## src/rtl/kingproc_pkg.sv

```systemverilog
// Shared definitions for the fetch unit: widths, instruction field positions, FSM states.
package kingproc_pkg;

  localparam int LARGURA_PC     = 10;
  localparam int LARGURA_INSTR  = 32;
  localparam int LARGURA_OPCODE = 6;
  localparam int OPCODE_MSB     = 31;
  localparam int OPCODE_LSB     = 26;
  localparam int ALVO_MSB       = 9;
  localparam int ALVO_LSB       = 0;

  typedef enum logic [2:0] {
    BUSCA,
    CARREGA,
    EXECUTA,
    ESPERA,
    PARADO
  } estado_t;

  // Sequential PC step; the 10-bit width gives the 1023 -> 0 wrap for free.
  function automatic logic [LARGURA_PC-1:0] incrementa_pc(input logic [LARGURA_PC-1:0] pc);
    return pc + LARGURA_PC'(1);
  endfunction

endpackage

```

## src/rtl/detector_borda.sv

```systemverilog
// Two-flop synchroniser for an asynchronous button level, followed by a rising-edge detector.
// pulso_o is high for exactly one core cycle per clean 0->1 transition of the synchronised level.
module detector_borda (
  input  logic clk,
  input  logic rst,
  input  logic assinc_i,
  output logic pulso_o
);

  logic sinc1_q;
  logic sinc2_q;
  logic anterior_q;

  always_ff @(posedge clk) begin
    if (rst) begin
      sinc1_q    <= 1'b0;
      sinc2_q    <= 1'b0;
      anterior_q <= 1'b0;
    end else begin
      sinc1_q    <= assinc_i;
      sinc2_q    <= sinc1_q;
      anterior_q <= sinc2_q;
    end
  end

  assign pulso_o = sinc2_q & ~anterior_q;

endmodule

```

## src/rtl/unidade_de_busca.sv

```systemverilog
// Fetch/sequencing unit: BUSCA -> CARREGA -> EXECUTA, with ESPERA for user input and PARADO on halt.
// Optional BUSCA_PASSO_A_PASSO_EN adds a 'passo' button that gates each fetch (single-step mode).
module unidade_de_busca
  import kingproc_pkg::*;
(
  input  logic                      clk,
  input  logic                      rst,
  input  logic [LARGURA_INSTR-1:0]  instrucao_mem,
  input  logic                      Desvio,
  input  logic                      trava,
  input  logic                      espera_entrada,
  input  logic                      cond_desvio,
  input  logic                      entrada_pronta,
`ifdef BUSCA_PASSO_A_PASSO_EN
  input  logic                      passo,
`endif
  output logic [LARGURA_PC-1:0]     endereco_mem,
  output logic [LARGURA_INSTR-1:0]  instrucao,
  output logic [LARGURA_OPCODE-1:0] opcode,
  output logic                      habilita_escrita,
  output logic                      parado
);

  estado_t                  estado_q, estado_d;
  logic [LARGURA_PC-1:0]    pc_q, pc_d;
  logic [LARGURA_INSTR-1:0] ir_q, ir_d;
  logic                     commit;
  logic                     pulso_entrada;
  logic                     avanca_busca;

  detector_borda u_borda_entrada (
    .clk      (clk),
    .rst      (rst),
    .assinc_i (entrada_pronta),
    .pulso_o  (pulso_entrada)
  );

`ifdef BUSCA_PASSO_A_PASSO_EN
  detector_borda u_borda_passo (
    .clk      (clk),
    .rst      (rst),
    .assinc_i (passo),
    .pulso_o  (avanca_busca)
  );
`else
  assign avanca_busca = 1'b1;
`endif

  always_ff @(posedge clk) begin
    if (rst) begin
      estado_q <= BUSCA;
      pc_q     <= '0;
      ir_q     <= '0;
    end else begin
      estado_q <= estado_d;
      pc_q     <= pc_d;
      ir_q     <= ir_d;
    end
  end

  always_comb begin
    estado_d = estado_q;
    pc_d     = pc_q;
    ir_d     = ir_q;
    commit   = 1'b0;
    case (estado_q)
      BUSCA: begin
        if (avanca_busca) estado_d = CARREGA;
      end
      CARREGA: begin
        ir_d     = instrucao_mem;
        estado_d = EXECUTA;
      end
      EXECUTA: begin
        // Halt outranks input-wait, which outranks any branch decision.
        if (trava) begin
          estado_d = PARADO;
        end else if (espera_entrada) begin
          estado_d = ESPERA;
        end else begin
          commit   = 1'b1;
          pc_d     = (Desvio && cond_desvio) ? ir_q[ALVO_MSB:ALVO_LSB] : incrementa_pc(pc_q);
          estado_d = BUSCA;
        end
      end
      ESPERA: begin
        if (pulso_entrada) begin
          commit   = 1'b1;
          pc_d     = incrementa_pc(pc_q);
          estado_d = BUSCA;
        end
      end
      PARADO: begin
        estado_d = PARADO;
      end
      default: begin
        estado_d = BUSCA;
      end
    endcase
  end

  // A commit in the reset cycle would act on a machine that is about to be cleared.
  assign habilita_escrita = commit & ~rst;
  assign endereco_mem     = pc_q;
  assign instrucao        = ir_q;
  assign opcode           = ir_q[OPCODE_MSB:OPCODE_LSB];
  assign parado           = (estado_q == PARADO);

endmodule

```

## config.mk

```make
export PLATFORM = sky130hd
export DESIGN_NAME = unidade_de_busca
export DESIGN_NICKNAME = d
export VERILOG_FILES = /design/src/rtl/kingproc_pkg.sv /design/src/rtl/detector_borda.sv /design/src/rtl/unidade_de_busca.sv
export SDC_FILE = /design/constraint.sdc
export NUM_CORES = 1
export LEC_CHECK = 0
export BUFFER_PORTS_ARGS = -buffer_cell sky130_fd_sc_hd__buf_2
export CAP_MARGIN = 20
export CORE_MARGIN = 2
export CORE_UTILIZATION = 42
export DETAILED_ROUTE_END_ITERATION = 6
export PLACE_DENSITY = 0.72
export SLEW_MARGIN = 10
export SYNTH_ARGS = -nofsm -noshare
export SYNTH_HDL_FRONTEND = slang
export SYNTH_HIERARCHICAL = 1
export SYNTH_SLANG_ARGS = --single-unit
```

## constraint.sdc

```tcl
create_clock -name clk -period 4.39 [get_ports clk]
set_input_delay 0.878 -clock clk [delete_from_list [all_inputs] [get_ports clk]]
set_output_delay 0.878 -clock clk [all_outputs]
set_load 0.02 [all_outputs]
```

## Yosys cells after proc, flatten, opt, wreduce, memory -nomap -nowiden

Index checks and enable logic that the tools add are counted.

- Add/sub/neg operators: 1
- Divide/modulo/power cells: 0
- Shifts and indexed selects: 0
- $lt $le $gt $ge: 0
- Bitwise gates (word level): 4
- Muxes and demuxes: 13
- Equality and inequality tests: 7
- Reductions and logical operators: 4
- Multiply operators: 0

Operators with widths:

| cell | number |
|---|---|
| 10-bit 2-to-1 mux | 4 |
| 10-bit case mux with 2 select lines | 1 |
| 3-bit case mux with 5 select lines | 1 |
| 10-bit by 1-bit adder with 10-bit output, second input constant | 1 |
| 3-bit by 2-bit == test with 1-bit output, second input constant | 2 |
| 3-bit 2-to-1 mux | 2 |
| 2-bit inequality test, second input constant | 3 |
| 4-bit AND reduction | 1 |
| 3-bit by 1-bit == test with 1-bit output, second input constant | 1 |
| 3-bit == test, second input constant | 1 |
| 3-bit zero test | 1 |
| 1-bit 2-to-1 mux | 3 |
| 1-bit bitwise AND | 2 |
| 2-bit 2-to-1 mux | 1 |
| 1-bit inverter | 2 |
| 1-bit case mux with 2 select lines | 1 |
| 2-bit nonzero test | 1 |
| 1-bit logical AND | 1 |

- ROM bits: 0
- Bits in writable memories: 0
- Logic and storage cells: 35
- Bits in latches: 0
- Bits in registers: 48
- Memories: 0

## Longest topological paths before layout

Gate-level depths: netlist (run 1).

- Word-level depth: 5
- Depth in mapped cells: 6
- Gate-level depth less buffers: 5

## By module

Netlist (run 1), hierarchy kept.

By module, submodules not included:

| module | area each (sq um) | instances | seq. area each (sq um) | cells each |
|---|---|---|---|---|
| unidade_de_busca | 2003.2 | 1 | 900.9 | 252 |
| detector_borda | 87.6 | 1 | 60.1 | 7 |

## Least setup slack after synthesis (run 1)

Ideal clock, no wire load.

- Path kind: input -> output
- Start point: in espera_entrada
- End point: out habilita_escrita
- Path buffers: 0
- Stages: 4
- Data required time: 3512 ps
- Data arrival time: 1570 ps
- Path slack: 1942 ps
- Cells stage by stage: nor3_2 o21a_2 nand2b_1 inv_1

- Word-level cells in the longest chain between the ends: 4

RTL lines:

| item | RTL line | text |
|---|---|---|
| from (decl) | unidade_de_busca.sv:11 | `input logic espera_entrada,` |
| 1-bit 2-to-1 mux | unidade_de_busca.sv:78 | `end else if (espera_entrada) begin` |
| 1-bit 2-to-1 mux | unidade_de_busca.sv:76 | `if (trava) begin` |
| 1-bit case mux with 2 select lines | unidade_de_busca.sv:66 | `case (estado_q)` |
| 1-bit bitwise AND | unidade_de_busca.sv:103 | `assign habilita_escrita = commit & ~rst;` |
| to (decl) | unidade_de_busca.sv:20 | `output logic habilita_escrita,` |

No other way between the ends.

## Worst setup path after layout (run 1)

Same ends and word-level chain as after synthesis.

==> metrics.txt, run 1 <==
CP most frequent cell=buf_2; setup TNS=0 ps; largest net degree at the start of global routing=a little under 50; top cell type's share of synthesized area=between 40% and 50%; minimum clock period=roughly 2800 ps; Max Clock Freq=approximately 360 MHz; R2R Path Start=estado_q[0]$_SDFFE_PP0P_; Synth-to-Final Area Change=25.7%; syn_area_per_cell=about 8.1 um2; Post-synth ARST share=0%; ant diodes=0; Initial Util=a little over two fifths; synthesized cell area=roughly 2100 um2; dominant cell type by area after synthesis=dfxtp_1; Final Net Count=374; Hold Buf Count CTS=0; crit start category=primary input; Worst EP arrival=between 1500 and 2000 ps; critical path class=in -> out; Clock Skew=~9.6 ps; largest cells by area after synthesis=dfxtp_1 (46%), nand2_1 (12%), a21oi_1 (10%); Crit path largest cell delay=around 260 ps; Die ar.=about 5600 um2; Post-Route WL=5040 um; Synth Net Count=between 200 and 300; first-pass GRT wire length=about 7900 um; Setup Slack @ Placement=1610 ps; worst-path fanout max=9; register area share after synthesis=about 46%; Core Rows=25; Setup crit start=espera_entrada; cell area after placement=about 2500 um2; Distinct cells, synth=between 40 and 50; EDFF count, synth=0; commonest non-fill, non-tap cell in the layout=buf_2; Die W=about 75 um; most frequent cells in the layout=buf_2 (88), nand2_1 (69), dfxtp_1 (48), a21oi_1 (43); predominant post-synthesis flop cell=dfxtp_1; Final Cycle Share=between 60% and 70%; Setup-failing EPs final=0; Detailed Place HPWL=roughly 3400 um; CTS Buffer Depth=2; Worst-Skew Late Latency=roughly 300 ps; CP Cell Sequence=buf_2 > nor3_2 > o21a_2 > nand2b_1 > inv_1 > buf_2; share of layout cells above drive strength 1=between 30% and 40%; Iter 0 DRT Violations=145; Finished Layout Cells=approximately 400; vias in the first global route=about 1800; clk sink count=48; Cells after Synth=roughly 260; TritonCTS clock tree=built; Top Family by Delay on Critical Path=simple AND/OR/NAND/NOR gates; total number of vias=approximately 2000; final setup margin=around 1600 ps; area of the core=4750 um2; Post-CTS Resized=0; H-tree level count=2; Hold WC Path Type=reg -> reg; Worst Path Required=~3500 ps; Cells after DPL=between 300 and 400; Setup Buffers After CTS=0; wire per inst=roughly 13 um; TritonCTS buffer count=5; Worst-path clk slew=80 ps; Crit. End Element=primary output; I/O Pins=89; leakage=between 1 and 1.5 nW; maximum vdd drop=0.242 mV; worst slew pin tran=about 600 ps; final hold violations=0; Finished Cell Area=about 2600 um2; Synth Register Bits=48; RSZ-0062 raised after global routing=false; number of port buffers=88; Die Y=74.6 um; GRT overflow=0; max_cap viols=0; Yosys warnings=6; CP Buf/Inv Count=3; RD Place Congestion=0.879; hold_sp=u_borda_entrada/sinc1_q$_SDFF_PP0_; routed vias/inst=between 4 and 5; Post-DRT Antenna Nets=0; clock root buffer master=clkbuf_8; gr usage total=18.3%; DR pass1 iterations=4; critical-path cell with the highest stage delay=o21a_2; Slew HR=between 60% and 70%; initial antenna violation count=0; Pwr Density=374 nW/um2; Final Power=slightly below 1 mW; fin. max-slew vios=0; DRC=0; status=finished clean
## where the power goes
| part | switching (mW) | internal [mW] |
|---|---|---|
| registers | 0.0233 | 0.464 |
| logic | 0.116 | 0.0671 |
| clock network | 0.142 | 0.169 |
## sequential cells by signal, summed over array words and instances, names as in the netlist
| signal | flops |
|---|---|
| endereco_mem | 10 |
| instrucao | 32 |
| u_borda_entrada/sinc2_q | 1 |
| estado_q | 3 |
| u_borda_entrada/sinc1_q | 1 |
| u_borda_entrada/anterior_q | 1 |
## stage by stage
stage          hold slack (ps)  util, %
2_1_floorplan              414        -
3_3_place_gp               416     52.7
3_5_place_dp               424     52.7
4_1_cts                    443     54.9
5_1_grt                    467     55.3
6_report                   442     55.3
## synthesized netlist by cell type, types with 2 or more instances
cell,n
clkbuf_1,6
buf_2,9
and3_1,5
nor2_1,2
nand2_1,69
o21ai_1,3
nor3_1,2
and4_1,2
dfxtp_1,48
o21ai_0,2
buf_4,7
o32ai_1,5
inv_1,7
nand3_1,7
inv_2,2
a31oi_1,4
a21oi_1,43
nor2b_1,4
o31a_1,3
and2_1,3
nand2b_1,3
## worst register-to-register path, delay by kind of cell, from the launching register on
family	cells	cell delay, ps
buffers and inverters	1	340
AND/OR/NAND/NOR	2	680
AO/OA/AOI/OAI	1	130
flip-flops	1	560
## area by class of cell
cell class / instances / area, um2
Multi-Input combinational cell: 179 / 971
Clock buffer: 6 / 72.6
Timing Repair Buffer: 91 / 470
Fill cell: 471 / 2130
Tap cell: 67 / 83.8
Clock inverter: 2 / 35.0
Sequential cell: 48 / 961
Inverter: 9 / 33.8
## layer usage
| layer | GRT usage (%) | up-vias | part of all wire [%] |
|---|---|---|---|
| met5 | 0 | - | 0 |
| met1 | 23.0 | 901 | 45 |
| met4 | 5.95 | 0 | 1.1 |
| li1 | - | 1024 | - |
| met3 | 4.61 | 5 | 5.8 |
| met2 | 30.7 | 62 | 48 |
## worst paths after layout
check | cells past startpoint | end | slack (ps)
worst min register to register | 1 | u_borda_entrada/sinc2_q$_SDFF_PP0_ | 440
worst max register to register | 4 | instrucao[14]$_SDFFE_PP0P_ | 2620
worst max-delay path | 6 | habilita_escrita | 1590
worst min-delay path | 1 | u_borda_entrada/sinc2_q$_SDFF_PP0_ | 440
## cell families after synthesis
logic type      Yosys count  share of synthesized area [%]
fa+ha+maj                 1                          0.598
buf+inv                  32                           7.90
flops                    48                           46.0
mux                       1                          0.479
simple gates            109                           25.9
compound gates           68                           19.2
Note: power is estimated with default switching activity, not from simulation.
==> inputs of run 2 (changes only) <==
--- a/config.mk
+++ b/config.mk
@@ -5,6 +5,7 @@
 export SDC_FILE = /design/constraint.sdc
 export NUM_CORES = 1
 export LEC_CHECK = 0
+export ABC_AREA = 1
 export BUFFER_PORTS_ARGS = -buffer_cell sky130_fd_sc_hd__buf_2
 export CAP_MARGIN = 20
 export CORE_MARGIN = 2
==> constraint.sdc (replaced) <==
create_clock -name clk -period 2.65 [get_ports clk]
set_input_delay 0.53 -clock clk [delete_from_list [all_inputs] [get_ports clk]]
set_output_delay 0.53 -clock clk [all_outputs]
set_load 0.02 [all_outputs]
==> metrics.txt, run 2 <==
wire per inst=around 11 um; commonest cells in the synthesized netlist=inv_1 (54), nand2_1 (50), dfxtp_1 (48); Synth Register Bits=48; DRC=0; fin. max-slew vios=0; Setup-failing EPs final=0; Clk pwr share=between 20 and 30%; crit start category=register; RD Place Congestion=roughly 0.85; FF-to-FF End=instrucao[25]$_SDFFE_PP0P_; Clock Skew=roughly 6.3 ps; Initial Util=about 44%; H-tree level count=2; Pwr Density=between 600 and 700 nW/um2; EDFF count, synth=0; maximum vdd drop=0.398 mV; commonest non-fill, non-tap cell in the layout=buf_2; Seq. cell area=between 900 and 1000 um2; Crit path largest cell delay=about 420 ps; Post-Route WL=roughly 4700 um; Die W=about 75 um; critical path class=reg -> out; clk sink count=between 40 and 50; Setup Buffers After CTS=0; Core Rows=25; predominant post-synthesis flop cell=dfxtp_1; Finished Cell Area=2640 um2; share of layout cells above drive strength 1=27.5%; clock root buffer master=clkbuf_8; Worst-path clk slew=around 80 ps; most common cell in the netlist=inv_1; Synth Net Count=338; sequential cell fraction of total power=47.9%; Comb pwr share=between 20% and 30%; Distinct cells, synth=22; cell area after placement=between 2000 and 3000 um2; number of port buffers=slightly below 90; critical-path cell with the highest stage delay=dfxtp_1; synthesized cell area=around 2100 um2; Largest register FFs=32; Worst Path Required=2120 ps; ant diodes=0; Max Clock Freq=475 MHz; Hold Buf Count CTS=0; Setup crit start=estado_q[0]$_SDFFE_PP0P_; Final Cycle Share=between 70% and 80%; initial antenna violation count=0; Die ar.=around 5600 um2; FF-to-FF setup slack=~1200 ps; minimum clock period=approximately 2100 ps; WP depth=7; Die Y=roughly 75 um; Cell Int Power=roughly 1.2 mW; GRT overflow=0; worst slew pin tran=around 890 ps; vias in the first global route=approximately 1900; CP Cell Sequence=nand2_1 > nor2_4 > nand2_1 > nand2_4 > inv_2 > nor2_1 > buf_2; Crit. End Element=primary output; I/O Pins=roughly 90; Hold WC Path Type=reg -> reg; Post-DRT Antenna Nets=0; final hold violations=0; Top Family by Delay on Critical Path=simple AND/OR/NAND/NOR gates; fillers=around 500; P_sw=0.616 mW; Worst-Skew Late Latency=between 200 and 300 ps; status=finished clean; worst-path fanout max=15; TritonCTS clock tree=built; Detailed Place HPWL=3430 um; area occupied by multi-input gates=840 um2; area of the core=approximately 4800 um2; Worst EP arrival=1570 ps; Yosys warnings=6; Cells after Synth=298; register area share after synthesis=45.3%; DR pass1 iterations=4; CTS Buffer Depth=2; syn_area_per_cell=~7.1 um2; CP most frequent cell=nand2_1; Switching Fraction=between 30% and 40%; Post-synth ARST share=0%; RSZ-0062 raised after global routing=false; Iter 0 DRT Violations=98; leakage=between 1 and 1.5 nW; dominant cell type by area after synthesis=dfxtp_1; largest net degree at the start of global routing=66; total number of vias=2052; first-pass GRT wire length=between 7000 and 8000 um; Final Power=roughly 1.8 mW; R2R Path Start=estado_q[2]$_SDFFE_PP0P_; Final Net Count=approximately 420; Slew HR=about two fifths; r2r worst-path depth=5; CP Buf/Inv Count=2; setup TNS=0 ps; largest cells by area after synthesis=dfxtp_1 (45%), a21oi_1 (9.7%), inv_1 (9.6%); Post-CTS Resized=0; max_cap viols=0; routed vias/inst=approximately 4.6; top cell type's share of synthesized area=a little under half; CP endpoint=habilita_escrita; gr usage total=around 18%; Synth-to-Final Area Change=24.2%; TritonCTS buffer count=5; most frequent cells in the layout=buf_2 (88), inv_1 (54), nand2_1 (50), dfxtp_1 (48), a21oi_1 (41)
[run 2: changes by cell type after synthesis, moves of 3 or more]
cell	previous run	this run
and2_1	3	0
and3_1	5	0
buf_2	9	6
inv_1	7	54
nand2_1	69	50
nand2b_1	3	0
nand3_1	7	15
nor2_1	2	17
nor2b_1	4	0
o21ai_0	2	35
o31a_1	3	0
o32ai_1	5	0
[run 2: through the flow]
step                setup slack, ps  utilization [%]  instances  hold WS [ps]
finish                          546             55.1        442           423
global route                    416             55.1        442           439
CTS                             542             55.1        442           419
detailed placement              721             53.0        435           405
global placement                727             53.0        435           394
floorplan                       937                -        298           388
[run 2: cells by family after synthesis]
family                     count (synthesis)  share of synthesized area (%)
DFF                                       48                           45.3
and+or+nand+nor                           90                           18.2
adders and majority gates                  1                          0.590
AOI/OAI and AO/OA                         85                           20.5
buffers and inverters                     74                           15.4
[run 2: per-layer routing]
metal / wire length, um / GRT usage, % / up-vias / share of wire, %
li1: - / - / 1089 / -
met1: 2190 / 23.1 / 901 / 47
met2: 2170 / 29.3 / 55 / 46
met3: 285 / 5.35 / 7 / 6.1
met4: 56 / 4.76 / 0 / 1.2
met5: 0 / 0 / - / 0
[run 2: worst min-delay path: cells and delay by family (launching register included)]
family / cells / cell delay [ps]
buf+inv: 1 / 40
flops: 1 / 310
simple gates: 1 / 30
[run 2: how the worst min path moves through the flow]
stage / startpoint / depth (start not counted) / end / slack, ps
after detailed placement: u_borda_entrada/sinc1_q$_SDFF_PP0_ / 2 / u_borda_entrada/sinc2_q$_SDFF_PP0_ / 400
after global placement: u_borda_entrada/sinc1_q$_SDFF_PP0_ / 2 / u_borda_entrada/sinc2_q$_SDFF_PP0_ / 390
after CTS: u_borda_entrada/sinc1_q$_SDFF_PP0_ / 2 / u_borda_entrada/sinc2_q$_SDFF_PP0_ / 420
after floorplan: u_borda_entrada/sinc1_q$_SDFF_PP0_ / 2 / u_borda_entrada/sinc2_q$_SDFF_PP0_ / 390
final: u_borda_entrada/sinc1_q$_SDFF_PP0_ / 2 / u_borda_entrada/sinc2_q$_SDFF_PP0_ / 420
after global routing: u_borda_entrada/sinc1_q$_SDFF_PP0_ / 2 / u_borda_entrada/sinc2_q$_SDFF_PP0_ / 440
[run 2: power by group through the flow]
| stage | sequential [mW] | combinational [mW] | clock (mW) |
|---|---|---|---|
| after floorplan | 1.00 | 0.253 | 0 |
| after global placement | 0.891 | 0.496 | 0 |
| after detailed placement | 0.895 | 0.502 | 0 |
| after CTS | 0.879 | 0.503 | 0.483 |
| after global routing | 0.891 | 0.559 | 0.500 |
| final | 0.878 | 0.498 | 0.458 |
[run 2: layout make-up]
cell class | count | area share [%]
inverter | 55 | 7.83
tap | 67 | 3.18
clock buffer | 7 | 3.66
timing repair buffer | 89 | 17.0
sequential | 48 | 36.5
multi-input combinational | 176 | 31.9
